<file path="config.mk">
export PLATFORM = sky130hd
export DESIGN_NAME = ofdm_frame_ctrl
export DESIGN_NICKNAME = d
export VERILOG_FILES = /design/src/rtl/ofdm_ctrl_pkg.sv /design/src/rtl/ofdm_ctrl_watchdog.sv /design/src/rtl/ofdm_frame_ctrl.sv
export SDC_FILE = /design/constraint.sdc
export NUM_CORES = 1
export LEC_CHECK = 0
export CAP_MARGIN = 0
export CORE_MARGIN = 2
export CORE_UTILIZATION = 45
export CTS_BUF_LIST = sky130_fd_sc_hd__clkbuf_4
export DETAILED_ROUTE_END_ITERATION = 7
export GPL_TIMING_DRIVEN = 0
export PLACE_DENSITY = 0.7
export SKIP_CTS_REPAIR_TIMING = 1
export SLEW_MARGIN = 20
export SYNTH_ARGS = -nofsm -noshare
export SYNTH_HDL_FRONTEND = slang
export SYNTH_SLANG_ARGS = --single-unit
</file>
<file path="constraint.sdc">
create_clock -name clk -period 7.2 [get_ports clk]
set_clock_uncertainty 0.15 [all_clocks]
set_input_delay 1.8 -clock clk [delete_from_list [all_inputs] [get_ports clk]]
set_output_delay 1.8 -clock clk [all_outputs]
set_load 0.005 [all_outputs]
</file>
<file path="src/rtl/ofdm_ctrl_pkg.sv">
// ofdm_ctrl_pkg
// Shared definitions for the OFDM modulator controller and its datapath
// neighbours: FSM state encoding, subcarrier-index width helper and the
// default chain dimensions.
package ofdm_ctrl_pkg;

    localparam int unsigned DEF_N_SC    = 64;
    localparam int unsigned DEF_QAM_LAT = 1;
    localparam int unsigned DEF_SYM_W   = 8;

    typedef enum logic [2:0] {
        ST_IDLE = 3'd0,
        ST_S2P  = 3'd1,
        ST_QAM  = 3'd2,
        ST_REG  = 3'd3,
        ST_IFFT = 3'd4,
        ST_CPI  = 3'd5,
        ST_DONE = 3'd6
    } state_t;

    // Width of a subcarrier index for n subcarriers (n >= 2).
    function automatic int unsigned sc_w(input int unsigned n);
        return (n > 1) ? $clog2(n) : 1;
    endfunction

endpackage

</file>
<file path="src/rtl/ofdm_ctrl_watchdog.sv">
// ofdm_ctrl_watchdog
// Counts consecutive cycles spent in a waiting state and flags a timeout on
// the WD_CYCLES-th such cycle.
// Ports:
//   clk, rst  clock, asynchronous active-low reset
//   restart   controller changes state this cycle; counter restarts at 0
//   en        controller is in a state that is being watched
//   timeout   current cycle is the WD_CYCLES-th consecutive watched cycle
module ofdm_ctrl_watchdog #(
    parameter int unsigned WD_CYCLES = 4096
) (
    input  logic clk,
    input  logic rst,
    input  logic restart,
    input  logic en,
    output logic timeout
);

    localparam int unsigned CW = $clog2(WD_CYCLES + 1);

    logic [CW-1:0] cnt;

    assign timeout = en && (cnt == CW'(WD_CYCLES - 1));

    always_ff @(posedge clk or negedge rst) begin
        if (!rst) begin
            cnt <= '0;
        end else if (restart) begin
            cnt <= '0;
        end else if (en && !timeout) begin
            cnt <= cnt + CW'(1);
        end
    end

endmodule

</file>
<file path="src/rtl/ofdm_frame_ctrl.sv">
// ofdm_frame_ctrl
// Master sequencer for the OFDM modulator chain
// S2P -> QAM -> S2P_REG -> IFFT -> CPI. Runs num_sym symbols of N_SC
// subcarriers each, handshaking with every stage, with synchronous abort.
// Optional build macro OFDM_CTRL_WATCHDOG_EN: times out S2P/IFFT/CPI waits
// after WD_CYCLES cycles and raises sticky err; without it err is 0.
// Ports:
//   clk, rst        clock, asynchronous active-low reset
//   go, num_sym     frame request and its symbol count (accepted in IDLE)
//   abort           return to IDLE at the next edge
//   s2p_done, ifft_done, cpi_done   stage completion inputs
//   s2p_start       level, held until s2p_done
//   s2p_reg_start, ifft_start, cpi_start, cpi_data_valid   one-cycle strobes
//   busy            high in every non-IDLE state
//   sc_idx, sym_idx current subcarrier / symbol index
//   frame_done      one-cycle pulse at frame end
//   err             sticky watchdog error
module ofdm_frame_ctrl
    import ofdm_ctrl_pkg::*;
#(
    parameter int unsigned N_SC      = DEF_N_SC,
    parameter int unsigned QAM_LAT   = DEF_QAM_LAT,
    parameter int unsigned SYM_W     = DEF_SYM_W,
    parameter int unsigned WD_CYCLES = 4096
) (
    input  logic                     clk,
    input  logic                     rst,
    input  logic                     go,
    input  logic [SYM_W-1:0]         num_sym,
    input  logic                     abort,
    input  logic                     s2p_done,
    input  logic                     ifft_done,
    input  logic                     cpi_done,
    output logic                     s2p_start,
    output logic                     s2p_reg_start,
    output logic                     ifft_start,
    output logic                     cpi_start,
    output logic                     cpi_data_valid,
    output logic                     busy,
    output logic [sc_w(N_SC)-1:0]    sc_idx,
    output logic [SYM_W-1:0]         sym_idx,
    output logic                     frame_done,
    output logic                     err
);

    localparam int unsigned SC_W = sc_w(N_SC);
    localparam int unsigned QW   = (QAM_LAT > 1) ? $clog2(QAM_LAT) : 1;

    state_t            state_q, state_d;
    logic [QW-1:0]     qcnt_q, qcnt_d;
    logic [SYM_W-1:0]  nsym_q, nsym_d;
    logic [SYM_W-1:0]  sym_d;
    logic [SC_W-1:0]   sc_d;
    logic              s2p_start_d, reg_d, ifft_d, cpi_d, fd_d;

`ifdef OFDM_CTRL_WATCHDOG_EN
    logic wd_timeout;
    logic err_d;

    ofdm_ctrl_watchdog #(
        .WD_CYCLES(WD_CYCLES)
    ) u_wd (
        .clk     (clk),
        .rst     (rst),
        .restart (state_d != state_q),
        .en      (state_q == ST_S2P || state_q == ST_IFFT || state_q == ST_CPI),
        .timeout (wd_timeout)
    );
`else
    assign err = 1'b0;
`endif

    always_comb begin
        state_d     = state_q;
        qcnt_d      = qcnt_q;
        nsym_d      = nsym_q;
        sc_d        = sc_idx;
        sym_d       = sym_idx;
        s2p_start_d = s2p_start;
        reg_d       = 1'b0;
        ifft_d      = 1'b0;
        cpi_d       = 1'b0;
        fd_d        = 1'b0;
`ifdef OFDM_CTRL_WATCHDOG_EN
        err_d       = err;
`endif
        case (state_q)
            ST_IDLE: begin
                if (go && !abort && num_sym != '0) begin
                    state_d     = ST_S2P;
                    nsym_d      = num_sym;
                    sc_d        = '0;
                    sym_d       = '0;
                    s2p_start_d = 1'b1;
`ifdef OFDM_CTRL_WATCHDOG_EN
                    err_d       = 1'b0;
`endif
                end
            end
            ST_S2P: begin
                if (s2p_done) begin
                    state_d     = ST_QAM;
                    s2p_start_d = 1'b0;
                    qcnt_d      = QW'(QAM_LAT - 1);
                end
            end
            ST_QAM: begin
                if (qcnt_q != '0) begin
                    qcnt_d = qcnt_q - QW'(1);
                end else begin
                    state_d = ST_REG;
                    reg_d   = 1'b1;
                end
            end
            ST_REG: begin
                if (sc_idx == SC_W'(N_SC - 1)) begin
                    state_d = ST_IFFT;
                    ifft_d  = 1'b1;
                    sc_d    = '0;
                end else begin
                    state_d     = ST_S2P;
                    sc_d        = sc_idx + SC_W'(1);
                    s2p_start_d = 1'b1;
                end
            end
            ST_IFFT: begin
                if (ifft_done) begin
                    state_d = ST_CPI;
                    cpi_d   = 1'b1;
                end
            end
            ST_CPI: begin
                if (cpi_done) begin
                    if (sym_idx == nsym_q - SYM_W'(1)) begin
                        state_d = ST_DONE;
                        fd_d    = 1'b1;
                    end else begin
                        state_d     = ST_S2P;
                        sym_d       = sym_idx + SYM_W'(1);
                        s2p_start_d = 1'b1;
                    end
                end
            end
            ST_DONE: begin
                state_d = ST_IDLE;
            end
            default: begin
                state_d = ST_IDLE;
            end
        endcase

`ifdef OFDM_CTRL_WATCHDOG_EN
        if (wd_timeout) begin
            state_d     = ST_IDLE;
            err_d       = 1'b1;
            s2p_start_d = 1'b0;
            reg_d       = 1'b0;
            ifft_d      = 1'b0;
            cpi_d       = 1'b0;
            fd_d        = 1'b0;
            sc_d        = sc_idx;
            sym_d       = sym_idx;
        end
`endif

        // Abort overrides every transition above, including one triggered by
        // a done input in the same cycle; indices keep their current values.
        if (abort && state_q != ST_IDLE) begin
            state_d     = ST_IDLE;
            s2p_start_d = 1'b0;
            reg_d       = 1'b0;
            ifft_d      = 1'b0;
            cpi_d       = 1'b0;
            fd_d        = 1'b0;
            sc_d        = sc_idx;
            sym_d       = sym_idx;
        end
    end

    always_ff @(posedge clk or negedge rst) begin
        if (!rst) begin
            state_q        <= ST_IDLE;
            qcnt_q         <= '0;
            nsym_q         <= '0;
            sc_idx         <= '0;
            sym_idx        <= '0;
            s2p_start      <= 1'b0;
            s2p_reg_start  <= 1'b0;
            ifft_start     <= 1'b0;
            cpi_start      <= 1'b0;
            cpi_data_valid <= 1'b0;
            frame_done     <= 1'b0;
            busy           <= 1'b0;
`ifdef OFDM_CTRL_WATCHDOG_EN
            err            <= 1'b0;
`endif
        end else begin
            state_q        <= state_d;
            qcnt_q         <= qcnt_d;
            nsym_q         <= nsym_d;
            sc_idx         <= sc_d;
            sym_idx        <= sym_d;
            s2p_start      <= s2p_start_d;
            s2p_reg_start  <= reg_d;
            ifft_start     <= ifft_d;
            cpi_start      <= cpi_d;
            cpi_data_valid <= cpi_d;
            frame_done     <= fd_d;
            busy           <= (state_d != ST_IDLE);
`ifdef OFDM_CTRL_WATCHDOG_EN
            err            <= err_d;
`endif
        end
    end

endmodule

</file>
# Word-level counts from Yosys, hierarchy flattened
# Index checks and enable logic that the tools add are counted.
dict set report totals {
  reg_bits 32
  input_bits 15
  out_inout_bits 22
}
dict set report classes {
  addsub 4
  n_eq_ne 16
  n_mux 38
  n_bitwise 1
  reduce_logical 17
}
# operator n
set op_table {}
lappend op_table {{3-bit 2-to-1 mux} 8}
lappend op_table {{8-bit 2-to-1 mux} 3}
lappend op_table {{1-bit 2-to-1 mux} 20}
lappend op_table {{3-bit case mux with 6 select lines} 1}
lappend op_table {{8-bit case mux with 2 select lines} 1}
lappend op_table {{3-bit inequality test (second input constant)} 5}
lappend op_table {{6-bit 2-to-1 mux} 2}
lappend op_table {{6-bit case mux with 2 select lines} 1}
lappend op_table {{8-bit by 1-bit adder with 8-bit output (second input constant)} 1}
lappend op_table {{8-bit == test} 1}
lappend op_table {{2-bit inequality test (second input constant)} 4}
lappend op_table {{8-bit nonzero test} 1}
lappend op_table {{8-bit by 1-bit subtractor with 8-bit output (second input constant)} 1}
lappend op_table {{6-bit by 1-bit adder with 6-bit output (second input constant)} 1}
lappend op_table {{3-bit by 2-bit == test with 1-bit output (second input constant)} 2}
lappend op_table {{3-bit == test (second input constant)} 2}
lappend op_table {{6-bit == test (second input constant)} 1}
lappend op_table {{6-bit AND reduction} 1}
lappend op_table {{2-bit nonzero test} 3}
lappend op_table {{3-bit nonzero test} 2}
lappend op_table {{5-bit AND reduction} 1}
lappend op_table {{5-bit nonzero test} 1}
lappend op_table {{1-bit case mux with 4 select lines} 1}
lappend op_table {{2-bit AND reduction} 2}
lappend op_table {{other kinds (8)} 10}

# Depth between registers and ports, before layout
# Gate-level depths: netlist of run 1.
dict set report logic_depth {
  depth_word 7
  ltp_mapped 9
}

# Worst setup path after synthesis of run 1
# OpenSTA, ideal clock, no wires.
dict set report synth_timing {
  path_type {input port to flip-flop}
  startpoint {in num_sym[5]}
  endpoint {reg sym_idx[5]}
  arrival_time_ps 3475
  path_slack_ps 3496
  stages 7
  path_buffers 2
  path_cell_list {or4_1 -> o211ai_1 -> nand2b_1 -> clkbuf_1 -> clkbuf_1 -> nand2_1 -> mux2i_1}
}
dict set report synth_via {
  elab_chain_cells 4
}
# item line
set synth_rtl {}
lappend synth_rtl {{start, declared} ofdm_frame_ctrl.sv:29} ;# input logic [SYM_W-1:0] num_sym,
lappend synth_rtl {{8-bit nonzero test} ofdm_frame_ctrl.sv:89} ;# if (go && !abort && num_sym != '0) begin
lappend synth_rtl {{1-bit logical AND} ofdm_frame_ctrl.sv:89}
lappend synth_rtl {{2-bit inequality test (no source line)} --}
lappend synth_rtl {{5-bit AND reduction (no source line)} --}
lappend synth_rtl {{end signal, assigned} ofdm_frame_ctrl.sv:202} ;# sym_idx <= sym_d;
lappend synth_rtl {{end, declared} ofdm_frame_ctrl.sv:41} ;# output logic [SYM_W-1:0] sym_idx,
# Every way passes these cells.
# A chain may end at the register's enable or synchronous reset.

# Worst setup path after layout of run 1
dict set report layout_timing {
  startpoint {in num_sym[1]}
  endpoint {reg sym_idx[3]}
}
# Same word-level chain as after synthesis.

==> impl_metrics.json, run 1 <==
{
  "fin_tns_setup_ps": 0,
  "place_hpwl_um": 3360,
  "clock_sinks": 31,
  "synth_seq_cells": 31,
  "startpoint": "num_sym[1]",
  "utilization": 0.572,
  "grtUsageTotal": 0.196,
  "endpoint_kind": "flip-flop",
  "min_period_over_period": 0.594,
  "antenna_found_initial": 0,
  "ys.flop_type": "dfrtp_1",
  "final_cell_mix": "nand2_1, clkdlybuf4s50_1, dfrtp_1",
  "wirelength_um": 4610,
  "numPlacedInstances": 320,
  "grt_pass1_vias": 1680,
  "grt_overflow": 0,
  "via_per_inst": 5.56,
  "avgSynthCellArea_um2": 8.54,
  "fin_crit_ps": 4270,
  "htreeDepth": 2,
  "fmax_ghz": 0.234,
  "arrival_ps": 4380,
  "cp_slowest_cell": "or4_1",
  "die-width_um": 70.3,
  "critPathCapture": "sym_idx[3]",
  "yosys_warnings": 0,
  "cap_viol_max_count": 0,
  "rsz0062_at_grt": "no",
  "final_layout_size_suffix_gt1_frac": 0.0803,
  "setup_slack_ps": 2930,
  "multiInputGateArea_um2": 1100,
  "firstDrtPassIters": 4,
  "fin_nets": 293,
  "p_leak_nw": 1.05,
  "core-area_um2": 4290,
  "synthDistinctLibCells": 51,
  "start_util": 0.461,
  "syn_area_um2": 1980,
  "cts_tree": "done",
  "hold_viol": 0,
  "cp_top_family": "buffers and inverters",
  "fin_cells": 326,
  "cp_cell_sequence": "clkdlybuf4s50_1, or4_1, o211ai_1, nand2b_1, clkbuf_1, clkbuf_1, nand2_1, mux2i_1",
  "cts-root-buf": "clkbuf_4",
  "clock_latency_ps": 330,
  "synth-edff-count": 0,
  "grt_pass1_wl_um": 7800,
  "r2r_cells": 8,
  "final_cell_area_um2": 2460,
  "clk_pin_slew_ps": 90,
  "worst_hold_slack_ps": 356,
  "synthToLayoutAreaGrowth_pct": 24.0,
  "vias": 1814,
  "timing.rr.start": "nsym_q[3]",
  "path_depth": 8,
  "run_status": "finished clean",
  "place_ws_ps": 2630,
  "ff2ff_setup_slack_ps": 4490,
  "worstMarginPinSlew_ps": 703,
  "cpPeakStageDelay_ps": 580,
  "yosysSeqAreaShare": 0.392,
  "finalMaxSlewViolations": 0,
  "grt_max_degree": 25,
  "boundaryPins": 37,
  "synth-async-reset-ratio": 1.00,
  "cts_buffers": 5,
  "numPortBuffers": 35,
  "finalPower_uw": 616,
  "antennaDiodeCount": 0,
  "power.density_nw_per_um2": 251,
  "reg2reg_to": "s2p_start",
  "crit_buf_inv": 3,
  "ant_nets": 0,
  "dieArea_um2": 4950,
  "setup_viol": 0,
  "start_kind": "input port",
  "synth_nets": 250,
  "worstPathMaxFanout": 10,
  "place_area_um2": 2410,
  "clockBufferDepth": 2,
  "gp_congestion": 0.853,
  "num_rows": 24,
  "path_common_cell": "clkbuf_1",
  "drcViolationCount": 0,
  "drt_iter0_markers": 80,
  "fillCellCount": 424,
  "critPathKind": "in2reg",
  "maxSlewHeadroom": 0.531,
  "die_height_um": 70.3,
  "avgRoutedWirePerCell_um": 14.1,
  "hold_class": "reg2reg",
  "ir_drop_mv": 0.173,
  "final_common_cell": "nand2_1",
  "seq_area_um2": 776,
  "syn-instance-count": 232,
  "required_ps": 7300
}
==> metal layers <==
layer | vias up | part of all wire | track usage
met1 | 867 | 0.47 | 0.256
met4 | 0 | 0.012 | 0.0620
li1 | 914 | - | -
met5 | - | 0 | 0
met3 | 5 | 0.033 | 0.0447
met2 | 28 | 0.48 | 0.321
==> how the worst min path moves through the flow <==
stage / startpoint / end / cells after the start
after floorplan: nsym_q[7] / nsym_q[7] / 2
after global placement: nsym_q[7] / nsym_q[7] / 2
after detailed placement: nsym_q[7] / nsym_q[7] / 2
after CTS: nsym_q[7] / nsym_q[7] / 2
after global routing: nsym_q[7] / nsym_q[7] / 2
final: nsym_q[7] / nsym_q[7] / 2
==> cell type report <==
type | instances | share of cell area
tap | 52 | 0.0265
timing repair buffer | 36 | 0.149
clock buffer | 6 | 0.0183
inverter | 4 | 0.00611
sequential | 31 | 0.316
multi-input combinational | 179 | 0.449
buffer | 18 | 0.0357
==> worst reg2reg max path, cell delays in order (launching register included) <==
cell and delay (ps):
dfrtp_1 360, clkbuf_1 200, or4_4 480, o311ai_1 300
o311ai_1 160, a311oi_2 310, buf_4 230, nand3_2 130
o311a_1 300
==> cell usage after synthesis (2+ instances only) <==
master | number | area [um2]
nand3_1 | 5 | 25.0
xor2_1 | 5 | 43.8
o311ai_1 | 2 | 17.5
nand4_1 | 5 | 31.3
dfrtp_1 | 31 | 776
mux2i_1 | 6 | 60.1
a31o_2 | 2 | 17.5
nand2b_1 | 11 | 68.8
o32ai_1 | 2 | 17.5
o31ai_1 | 2 | 15.0
or3_1 | 2 | 12.5
o2bb2ai_1 | 2 | 17.5
nor3b_1 | 2 | 15.0
xnor2_1 | 5 | 43.8
mux2_2 | 3 | 33.8
clkbuf_1 | 11 | 41.3
o22ai_1 | 2 | 12.5
a21oi_1 | 11 | 55.1
nor3_1 | 5 | 25.0
buf_1 | 2 | 7.51
a2111o_1 | 2 | 22.5
ha_1 | 3 | 37.5
a21boi_0 | 3 | 22.5
buf_4 | 3 | 22.5
nor4_1 | 4 | 25.0
o21a_1 | 2 | 15.0
nand2_1 | 41 | 154
or4_1 | 2 | 15.0
o21ai_0 | 10 | 50.1
and3_1 | 8 | 50.1
nor2_1 | 15 | 56.3
inv_1 | 4 | 15.0
==> where the power goes <==
part | internal (mW) | leakage [nW] | switching, mW
registers | 0.207 | 0.414 | 0.0315
clock network | 0.0384 | 0.0276 | 0.0548
logic | 0.126 | 0.606 | 0.159
total | 0.371 | 1.05 | 0.245
==> logic make-up (layout without fill, tap and decap cells) <==
logic type / Yosys count / count (layout) / share of synthesized area
mux: 9 / 9 / 0.0474
xor+xnor: 10 / 10 / 0.0442
other cells: 1 / 1 / 0.00189
simple gates: 105 / 105 / 0.263
compound gates: 51 / 51 / 0.181
fa+ha+maj: 3 / 3 / 0.0190
buf+inv: 22 / 64 / 0.0518
flops: 31 / 31 / 0.392
==> registers in the layout, indices dropped and copies added (netlist names) <==
register / flops
sym_idx: 8
cpi_data_valid: 1
frame_done: 1
state_q: 3
s2p_start: 1
busy: 1
nsym_q: 8
s2p_reg_start: 1
ifft_start: 1
sc_idx: 6
(Power assumes the default switching activity.)
==> run 2, diff against run 1 <==
PLACE_DENSITY = 0.73   (was 0.7)
clock period = 3.89 ns   (was 7.2 ns; I/O delays follow)
==> run 2 against run 1 <==
Highest routed layer unchanged. Via count is 0.39% higher. Die area unchanged. Non-clock buffer count unchanged. Wire length fell by 1.0%. Combinational power rose by 84%. Cell count increased by 0.61%. Clock-buffer cell count did not move. Flip-flop and latch count is the same. Cell area increased by 0.61%.
==> impl_metrics.json, run 2 (same netlist as run 1, synthesis figures left out) <==
{
  "finalMaxSlewViolations": 0,
  "path_common_cell": "clkbuf_1",
  "final_cell_mix": "nand2_1, clkdlybuf4s50_1, dfrtp_1",
  "cts_buffers": 5,
  "antenna_found_initial": 0,
  "grt_overflow": 0,
  "clock_latency_ps": 330,
  "hold_viol": 0,
  "cp_cell_sequence": "clkdlybuf4s50_1, or4_1, o211ai_1, nand2b_1, clkbuf_1, clkbuf_1, nand2_1, mux2i_1",
  "worstMarginPinSlew_ps": 733,
  "ir_drop_mv": 0.278,
  "endpoint_kind": "flip-flop",
  "use_met3": 0.0462,
  "power.density_nw_per_um2": 466,
  "firstDrtPassIters": 5,
  "htreeDepth": 2,
  "vias": 1821,
  "place_hpwl_um": 3290,
  "utilization": 0.575,
  "start_kind": "input port",
  "synthToLayoutAreaGrowth_pct": 24.8,
  "critPathKind": "in2reg",
  "start_util": 0.461,
  "gp_congestion": 0.860,
  "setup_viol": 0,
  "p_leak_nw": 1.05,
  "top_regs": "nsym_q x8, sym_idx x8, sc_idx x6",
  "rsz0062_at_grt": "no",
  "timing.rr.start": "nsym_q[3]",
  "run_status": "finished clean",
  "cpPeakStageDelay_ps": 580,
  "fmax_ghz": 0.291,
  "ant_nets": 0,
  "wirelength_um": 4560,
  "drt_iter0_markers": 98,
  "grtUsageMet2": 0.325,
  "fin_crit_ps": 3440,
  "numPortBuffers": 35,
  "cp_slowest_cell": "or4_1",
  "boundaryPins": 37,
  "die_height_um": 70.3,
  "final_layout_size_suffix_gt1_frac": 0.0797,
  "fin_nets": 293,
  "arrival_ps": 3540,
  "die-width_um": 70.3,
  "numPlacedInstances": 320,
  "top_usage_layer": "met2",
  "grt_max_degree": 23,
  "clk_pin_slew_ps": 100,
  "num_rows": 24,
  "fin_cells": 328,
  "clock_sinks": 31,
  "required_ps": 4000,
  "cap_viol_max_count": 0,
  "met1_usage": 0.263,
  "drcViolationCount": 0,
  "r2r_cells": 8,
  "reg2reg_to": "s2p_start",
  "final_common_cell": "nand2_1",
  "grt_pass1_wl_um": 7930,
  "grt_pass1_vias": 1710,
  "core-area_um2": 4290,
  "via_per_inst": 5.55,
  "hold_class": "in2async",
  "cts_tree": "done",
  "ff2ff_setup_slack_ps": 1160,
  "worstPathMaxFanout": 10,
  "avgRoutedWirePerCell_um": 13.9,
  "antennaDiodeCount": 0,
  "dieArea_um2": 4950,
  "fin_tns_setup_ps": 0,
  "clockBufferDepth": 2,
  "grtUsageTotal": 0.200,
  "min_period_over_period": 0.884,
  "maxSlewHeadroom": 0.511,
  "cts-root-buf": "clkbuf_4"
}
[run 2: cell types whose count changed in the layout (fill, tap and decap cells not counted)]
cell,delta
buf_16,+1
clkinv_1,+2
buf_12,-1
[run 2: where the power goes]
part | internal, mW | switching, mW | total (mW)
logic | 0.234 | 0.290 | 0.525
registers | 0.382 | 0.0577 | 0.440
clock network | 0.0739 | 0.114 | 0.188
total | 0.691 | 0.462 | 1.15
[run 2: routing by layer]
layer  share of wire  vias to the layer above
met5               0                        -
met4          0.0042                        0
met3           0.047                        2
met2            0.49                       38
met1            0.46                      867
li1                -                      914
[run 2: final cells by class]
type,count,area (um2)
Clock inverter,2,7.51
Sequential cell,31,776
Fill cell,413,1820
Timing Repair Buffer,36,373
Inverter,4,15.0
Buffer,18,87.6
Tap cell,52,65.1
Multi-Input combinational cell,179,1100
Clock buffer,6,45.0
[run 2: worst max-delay path by stage]
stage / to / start / slack, ps
finish: sym_idx[4] / num_sym[1] / 450
global route: sym_idx[4] / num_sym[1] / 160
CTS: sym_idx[4] / num_sym[1] / 460
detailed placement: sym_idx[4] / num_sym[1] / 120
global placement: sym_idx[3] / num_sym[1] / 150
floorplan: sym_idx[5] / num_sym[5] / 1010
[run 2: worst max-delay path: cells and delay by family]
family,cells,cell delay (ps)
buffers and inverters,3,1170
and+or+nand+nor,3,850
AOI/OAI and AO/OA,1,400
muxes,1,140
[run 2: metrics by stage]
step / instance area (um2) / worst slack [ps] / hold slack (ps) / power, mW
after CTS: 2470 / 463 / 350 / 1.16
after global routing: 2470 / 161 / 353 / 1.25
after detailed placement: 2420 / 124 / 348 / 0.968
after floorplan: 1980 / 1010 / 317 / 0.828
final: 2470 / 453 / 354 / 1.15
after global placement: 2400 / 147 / 335 / 0.958
==> run 3, diff against run 2 <==
HOLD_SLACK_MARGIN = 0.03   (was default)
==> results of run 3 <==
Final layout, timing and power as in run 2 (identical DEF).
